File: src/rtl/cs_pkg.sv
// Shared constants and helpers for the CS window filter.
// Default geometry, derived widths and output mode encodings.
package cs_pkg;

    localparam int CS_DW    = 8;
    localparam int CS_DEPTH = 9;
    localparam int CS_SHIFT = 3;

    function automatic int clog2(input int v);
        int r;
        r = 0;
        for (int i = 0; i < 31; i++) begin
            if ((1 << i) < v) begin
                r = i + 1;
            end
        end
        return r;
    endfunction

    localparam int CS_SUM_W = CS_DW + clog2(CS_DEPTH);
    localparam int CS_OW    = CS_DW + clog2(CS_DEPTH) + 1 - CS_SHIFT;

    localparam logic CS_MODE_FILT = 1'b0;
    localparam logic CS_MODE_APPR = 1'b1;

endpackage

File: src/rtl/cs_appr_select.sv
// Picks X_appr: the largest window entry whose value times DEPTH does not exceed the sum.
// Comparing e*DEPTH against the sum avoids computing the mean with a divider.
module cs_appr_select
    import cs_pkg::*;
#(
    parameter int DW    = CS_DW,
    parameter int DEPTH = CS_DEPTH,
    parameter int SUM_W = DW + clog2(DEPTH)
) (
    input  logic [DEPTH*DW-1:0] win_i,
    input  logic [SUM_W-1:0]    sum_i,
    output logic [DW-1:0]       x_appr_o
);

    localparam int LW = clog2(DEPTH);
    localparam int NP = 1 << LW;

    // Heap-ordered max tree: leaves at NP..2*NP-1, root at 1.
    logic [DW-1:0] node [1:2*NP-1];

    always_comb begin
        for (int i = 1; i < 2*NP; i++) begin
            node[i] = '0;
        end
        for (int i = 0; i < DEPTH; i++) begin
            if ((SUM_W'(win_i[i*DW +: DW]) * SUM_W'(DEPTH)) <= sum_i) begin
                node[NP + i] = win_i[i*DW +: DW];
            end
        end
        for (int i = NP - 1; i >= 1; i--) begin
            node[i] = (node[2*i] > node[2*i+1]) ? node[2*i] : node[2*i+1];
        end
        x_appr_o = node[1];
    end

endmodule

File: src/rtl/cs_window_filter.sv
// Sliding-window CS filter: y = (sum + DEPTH*X_appr) >> SHIFT once the window is full.
// Holds the window shift register, running sum, fill count and the output register.
module cs_window_filter
    import cs_pkg::*;
#(
    parameter int DW    = CS_DW,
    parameter int DEPTH = CS_DEPTH,
    parameter int SHIFT = CS_SHIFT,
    localparam int OW   = DW + clog2(DEPTH) + 1 - SHIFT
) (
    input  logic          clk,
    input  logic          reset,
    input  logic          x_valid,
    input  logic [DW-1:0] x,
    input  logic          mode,
    input  logic          flush,
    output logic          y_valid,
    output logic [OW-1:0] y
);

    localparam int SUM_W = DW + clog2(DEPTH);
    localparam int TW    = SUM_W + 1;
    localparam int CW    = clog2(DEPTH + 1);
    localparam logic [CW-1:0] CNT_FULL = CW'(DEPTH);

    logic [DW-1:0]       win_q [DEPTH];
    logic [DW-1:0]       win_d [DEPTH];
    logic [SUM_W-1:0]    sum_q, sum_d;
    logic [CW-1:0]       cnt_q, cnt_d;
    logic                mode_q, mode_d;
    logic                fire_q, fire_d;
    logic                y_valid_q, y_valid_d;
    logic [OW-1:0]       y_q, y_d;

    logic [DEPTH*DW-1:0] win_flat;
    logic [DW-1:0]       x_appr;
    logic [DW-1:0]       oldest;
    logic [TW-1:0]       total;

    always_comb begin
        win_flat = '0;
        for (int i = 0; i < DEPTH; i++) begin
            win_flat[i*DW +: DW] = win_q[i];
        end
    end

    cs_appr_select #(
        .DW    (DW),
        .DEPTH (DEPTH),
        .SUM_W (SUM_W)
    ) u_appr_select (
        .win_i    (win_flat),
        .sum_i    (sum_q),
        .x_appr_o (x_appr)
    );

    always_comb begin
        win_d  = win_q;
        sum_d  = sum_q;
        cnt_d  = cnt_q;
        mode_d = mode_q;
        oldest = (cnt_q == CNT_FULL) ? win_q[DEPTH-1] : '0;

        if (flush) begin
            for (int i = 0; i < DEPTH; i++) begin
                win_d[i] = '0;
            end
            sum_d = '0;
            cnt_d = '0;
        end

        // Flush takes effect first, so a same-edge sample starts a fresh window.
        if (x_valid) begin
            mode_d = mode;
            if (flush) begin
                win_d[0] = x;
                sum_d    = SUM_W'(x);
                cnt_d    = CW'(1);
            end else begin
                for (int i = DEPTH - 1; i >= 1; i--) begin
                    win_d[i] = win_q[i-1];
                end
                win_d[0] = x;
                sum_d    = sum_q + SUM_W'(x) - SUM_W'(oldest);
                cnt_d    = (cnt_q == CNT_FULL) ? cnt_q : cnt_q + CW'(1);
            end
        end

        fire_d = x_valid && !flush && (cnt_d == CNT_FULL);

        total     = TW'(sum_q) + TW'(SUM_W'(DEPTH) * SUM_W'(x_appr));
        y_valid_d = fire_q && !flush;
        y_d       = y_q;
        if (y_valid_d) begin
            y_d = (mode_q == CS_MODE_APPR) ? OW'(x_appr) : OW'(total >> SHIFT);
        end
    end

    always_ff @(posedge clk or negedge reset) begin
        if (!reset) begin
            for (int i = 0; i < DEPTH; i++) begin
                win_q[i] <= '0;
            end
            sum_q     <= '0;
            cnt_q     <= '0;
            mode_q    <= CS_MODE_FILT;
            fire_q    <= 1'b0;
            y_valid_q <= 1'b0;
            y_q       <= '0;
        end else begin
            win_q     <= win_d;
            sum_q     <= sum_d;
            cnt_q     <= cnt_d;
            mode_q    <= mode_d;
            fire_q    <= fire_d;
            y_valid_q <= y_valid_d;
            y_q       <= y_d;
        end
    end

    assign y_valid = y_valid_q;
    assign y       = y_q;

endmodule
File: config.mk
export PLATFORM = sky130hd
export DESIGN_NAME = cs_window_filter
export DESIGN_NICKNAME = d
export VERILOG_FILES = /design/src/rtl/cs_pkg.sv /design/src/rtl/cs_appr_select.sv /design/src/rtl/cs_window_filter.sv
export SDC_FILE = /design/constraint.sdc
export NUM_CORES = 1
export LEC_CHECK = 0
export CORE_MARGIN = 2
export CORE_UTILIZATION = 45
export DETAILED_ROUTE_END_ITERATION = 8
export PLACE_DENSITY = 0.61
export SLEW_MARGIN = 20
export SYNTH_ARGS = -nofsm -noshare
export SYNTH_HDL_FRONTEND = slang
export SYNTH_HIERARCHICAL = 1
export SYNTH_SLANG_ARGS = --single-unit
export TNS_END_PERCENT = 20
File: constraint.sdc
create_clock -name clk -period 26.4 [get_ports clk]
set_clock_uncertainty 0.05 [all_clocks]
set_input_delay 3.96 -clock clk [delete_from_list [all_inputs] [get_ports clk]]
set_output_delay 3.96 -clock clk [all_outputs]
set_load 0.05 [all_outputs]
After elaboration in Yosys (flattened, before gate mapping)
Cells that the tools add are included.
- reduce and logical (&&, ||, !) cells: 5
- magnitude comparators: 20
- $mul: 10
- muxes and demuxes: 32
- $add $sub $neg: 4
- equality and inequality tests: 2
- operator list (cell ; number):
    2-to-1 mux 8 bit ; 21
    2-to-1 mux 72 bit ; 2
    <= comparator 12 bit ; 9
    multiplier 8 x 4 -> 12 bit (second input constant) ; 9
    > comparator 8 bit ; 8
    2-to-1 mux 64 bit ; 1
    2-to-1 mux 12 bit ; 3
    > comparator 8 x 1 -> 1 bit (second input constant) ; 3
    2-to-1 mux 4 bit ; 4
    adder 12 x 12 -> 13 bit ; 1
    adder 12 x 8 -> 12 bit ; 1
    multiplier 4 x 8 -> 12 bit (first input constant) ; 1
    subtractor 12 x 8 -> 12 bit ; 1
    2-to-1 mux 10 bit ; 1
    == test 4 bit (second input constant) ; 2
    adder 4 x 1 -> 4 bit (second input constant) ; 1
    logical AND 1 bit ; 3
    nonzero test 2 bit ; 1
    logical NOT 1 bit ; 1
- register bits: 101
- output and inout bits: 11

Longest topological paths before layout
- depth after elaboration: 14
- gate-level depth with buffers: 69
- mapped depth without buffers: 66

Hierarchy
Netlist, hierarchy kept.
- modules (own cells, without submodules) (module ; area each (um^2) ; cells an instance ; seq. area each (um^2) ; times used):
    cs_appr_select ; 7651.1 ; 990 ; 0.0 ; 1
    cs_window_filter ; 5615.4 ; 544 ; 2527.4 ; 1

Worst setup path after synthesis
No wires, ideal clock.
- path type: reg2reg
- from: register win_q, in the netlist win_flat[49]
- to: register y_q[8] (netlist: y[8])
- buffers on the path: 3
- arrival: 11.441 ns
- path slack: 14.782 ns
- cell stages (with the launch flop): 66
- setup time: 0.127 ns
- period minus slack after synthesis: 11.618 ns
- cells stage by stage: dfrtp_1 ha_1 ha_1 inv_1 fa_1 inv_1 a21oi_1 o21ai_0 a21o_1 nand2_1 xnor2_1 ha_1 nand4_1 or3_1 o41ai_2 buf_2 nand2_1 inv_1 [... 30 more ...] nor2b_1 o21ai_1 a21oi_1 o21ai_1 a21oi_1 a211oi_1 nor3b_1 o211ai_1 o211ai_1 ha_1 fa_1 ha_1 or2_2 o22a_1 a31oi_1 a21oi_1 xnor2_1 o21ai_1
- cells in the longest elaborated chain, start to end: 14
- ends and longest elaborated chain (what ; line ; text):
    start, declared ; cs_window_filter.sv:26 ; logic [DW-1:0] win_q [DEPTH];
    start signal, assigned ; cs_window_filter.sv:111 ; win_q <= win_d;
    multiplier 8 x 4 -> 12 bit ; cs_appr_select.sv:26 ; if ((SUM_W'(win_i[i*DW +: DW]) * SUM_W'(DEPTH)) <= sum_i) begin
    <= comparator 12 bit ; cs_appr_select.sv:26 ;
    2-to-1 mux 8 bit (*) ; cs_appr_select.sv:26 ;
    > comparator 8 bit ; cs_appr_select.sv:31 ; node[i] = (node[2*i] > node[2*i+1]) ? node[2*i] : node[2*i+1];
    2-to-1 mux 8 bit (*) ; cs_appr_select.sv:31 ;
    > comparator 8 bit ; cs_appr_select.sv:31 ;
    2-to-1 mux 8 bit (*) ; cs_appr_select.sv:31 ;
    > comparator 8 bit ; cs_appr_select.sv:31 ;
    2-to-1 mux 8 bit (*) ; cs_appr_select.sv:31 ;
    > comparator 8 bit ; cs_appr_select.sv:31 ;
    2-to-1 mux 8 bit (*) ; cs_appr_select.sv:31 ;
    net x_appr[1] ; cs_window_filter.sv:36 ; logic [DW-1:0] x_appr;
    multiplier 4 x 8 -> 12 bit (*) ; cs_window_filter.sv:91 ; total = TW'(sum_q) + TW'(SUM_W'(DEPTH) * SUM_W'(x_appr));
    adder 12 x 12 -> 13 bit (*) ; cs_window_filter.sv:91 ;
    2-to-1 mux 10 bit (*) ; cs_window_filter.sv:95 ; y_d = (mode_q == CS_MODE_APPR) ? OW'(x_appr) : OW'(total >> SHIFT);
    end signal, assigned ; cs_window_filter.sv:117 ; y_q <= y_d;
    end, declared ; cs_window_filter.sv:33 ; logic [OW-1:0] y_q, y_d;
The timed path passes the listed nets; every way through them passes the cells marked *.
A chain may end at the register's enable or synchronous reset.

Worst setup path in the final report
- from: register win_q, in the netlist win_flat[1]
- to: register y_q[6] (netlist: y[6])
- cells in the longest elaborated chain, start to end: 14
- ends and longest elaborated chain (what ; line):
    multiplier 8 x 4 -> 12 bit ; cs_appr_select.sv:26
    <= comparator 12 bit ; cs_appr_select.sv:26
    2-to-1 mux 8 bit (*) ; cs_appr_select.sv:26
    > comparator 8 bit ; cs_appr_select.sv:31
    2-to-1 mux 8 bit (*) ; cs_appr_select.sv:31
    > comparator 8 bit ; cs_appr_select.sv:31
    2-to-1 mux 8 bit (*) ; cs_appr_select.sv:31
    > comparator 8 bit ; cs_appr_select.sv:31
    2-to-1 mux 8 bit (*) ; cs_appr_select.sv:31
    > comparator 8 bit ; cs_appr_select.sv:31
    2-to-1 mux 8 bit (*) ; cs_appr_select.sv:31
    net x_appr[6] ; cs_window_filter.sv:36
    multiplier 4 x 8 -> 12 bit ; cs_window_filter.sv:91
    adder 12 x 12 -> 13 bit ; cs_window_filter.sv:91
    2-to-1 mux 10 bit (*) ; cs_window_filter.sv:95
Marks and branches as above.

==> metrics.csv <==
metric,value,unit
startpoint,win_flat[1]$_DFFE_PN0P_,
relSlewSlack,0.324,
finalHoldViolations,0,
synth_commonest_cells,"294 x ha_1, 181 x inv_1, 119 x nor2_1, 117 x nand2_1, 101 x dfrtp_1",
cts.sinks,101,
path_clk_slew,0.08,ns
netlist_area,13300,um^2
drc_errors,0,
leakage,7.52,nW
dieWidth,176,um
synth-edff-count,0,
grt_antenna_before_repair,0,
routedWlPerCell,18.4,um
top_layer_used,met4,
synth_top_cell_by_area,ha_1,
wl_met2,16.3,mm
cts_hold_buf,0,
cp.arrival,13.31,ns
drive_above_1_share,0.0343,
fin_util,0.491,
first_pass_iters,5,
dieArea,30900,um^2
post_cts_buffers,0,
ctsHtreeMaxLevel,3,
cpMostUsedCell,ha_1,
outcome,"finished, final reports clean",
avgSynthCellArea,8.65,um^2
synth_top_area_share,0.277,
fin_setup_tns,0,ns
slowest_stage,nor3b_1,
cts_root_buf,clkbuf_16,
synth_flop_cell,dfrtp_1,
syn2layout_area_growth,6.78,%
drtIter0Drc,635,
ir_drop,0.161,mV
total_power,0.00158,W
overflow,0,
drv_cap,0,
drtAntennaViolNets,0,
via_per_inst,5.70,
ios,24,
fin_crit,13.13,ns
async_flop_share,1.00,
synth.net_count,1863,
place_hpwl,26.2,mm
grt_max_degree,88,
drt_wl_total,35.6,mm
grt_pass1_wl,58.1,mm
worst_r2r_path_depth,61,
globalplace.congestion,0.902,
rsz0062_at_grt,no,
cp.depth,61,
diodes,0,
fin_crit_sh,0.497,
cts_tree,done,
r2r-end,y[6]$_DFFE_PN0P_,
num-nets-final,1870,
core_area,28900,um^2
vias,11005,
maxSlewViolCount,0,
cp_top_family,compound AO/OA/AOI/OAI gates,
seq_area_frac_synth,0.191,
crit_path_start_kind,register,
worstSetupPathType,register to register,
wl_met3,1.42,mm
yosysWarnings,6,
placed_area,13900,um^2
netlist_instances,1534,
portBuffers,23,
ys_seq_elements,101,
crit_required,26.58,ns
r2r-start,win_flat[1]$_DFFE_PN0P_,
cts_inserted_buffers,9,
synthDistinctLibCells,80,
max_freq,76.2,MHz
holdWs,0.435,ns
synthTopCellsByArea,"ha_1 28%, dfrtp_1 19%, mux2i_1 6.9%",
rows,62,
cts_buffer_depth,2,
min_to,y[1]$_DFFE_PN0P_,
power.density,111,nW/um^2
postCtsResizedCells,0,
cp_max_fo,17,
whs_path_depth,2,
finalSetupViolCount,0,
globalRouteTotalUtil,0.239,
die_h,176,um
start_util,0.460,
holdCritPathClass,register to register,
grt_pass1_vias,10802,
synth_most_common_cell,ha_1,
worst_pin_slew,1.01,ns
critPathBufInv,6,
r2r_slack,13.27,ns
drt-met1-wl,17.1,mm
clk_latency,0.37,ns
slowest_delay,0.71,ns
final_area,14200,um^2
worstHoldStart,y[1]$_DFFE_PN0P_,
end_kind,register,
-- metal layers --
layer | vias to the layer above | GRT usage
met2 | 213 | 0.396
met4 | 0 | 0.0637
met1 | 5264 | 0.334
met5 | - | 0
met3 | 45 | 0.0229
li1 | 5483 | -
-- stage by stage --
| stage | instances | setup slack, ns |
|---|---|---|
| global route | 1930 | 11.88 |
| detailed placement | 1914 | 13.33 |
| global placement | 1914 | 13.60 |
| finish | 1930 | 13.27 |
| CTS | 1930 | 13.27 |
| floorplan | 1534 | 14.78 |
-- power by group --
| group | internal (W) | switching (W) | total, W |
|---|---|---|---|
| combinational | 0.000485 | 0.000774 | 0.00126 |
| clock | 0.0000748 | 0.0000666 | 0.000141 |
| sequential | 0.000163 | 0.0000143 | 0.000178 |
| total | 0.000723 | 0.000855 | 0.00158 |
-- how the worst max path moves through the flow --
stage | to | slack (ns)
final | y[6]$_DFFE_PN0P_ | 13.27
after global routing | y[8]$_DFFE_PN0P_ | 11.88
after CTS | y[6]$_DFFE_PN0P_ | 13.27
after detailed placement | y[6]$_DFFE_PN0P_ | 13.33
after global placement | y[8]$_DFFE_PN0P_ | 13.60
after floorplan | y[8]$_DFFE_PN0P_ | 14.78
-- flip-flops by register name, indices dropped and copies added, names as in the netlist --
name and flops:
y_valid 1, win_flat 72, y 10, sum_q 12, mode_q 1, cnt_q 4, fire_q 1
-- area by class of cell --
| type | instances | area, um^2 |
|---|---|---|
| clock buffers | 9 | 225 |
| repair buffers | 30 | 273 |
| inverters | 183 | 689 |
| fillers | 2849 | 14700 |
| well taps | 384 | 480 |
| multi-input cells | 1216 | 9890 |
| flip-flops and latches | 101 | 2530 |
| clock inverters | 7 | 80.1 |
-- placed cells by master, fill, tap and decap left out, types with 23 or more instances in the layout --
cell,n
mux2i_1,91
a21oi_1,98
and2_1,25
nand3_1,35
nand4_1,33
nor2b_1,26
a22o_1,23
ha_1,294
a21o_1,52
dfrtp_1,101
xnor2_1,45
o21ai_0,36
nor2_1,119
inv_1,181
nand2_1,117
-- logic make-up (layout without fill, tap and decap cells) --
kind of cell,after synthesis,in the layout,share of synthesized area
XOR/XNOR,62,62,0.0409
multiplexers,97,97,0.0742
AND/OR/NAND/NOR,399,399,0.142
adder cells (fa/ha/maj),316,316,0.310
buffers and inverters,217,229,0.0639
AO/OA/AOI/OAI,342,342,0.178
flip-flops,101,101,0.191
-- tightest hold or removal path: stages (launching register included) --
cell and delay [ns]:
dfrtp_1 0.34, nand2_1 0.05, o21ai_0 0.06
No activity file was read; power rests on OpenSTA's default activity.
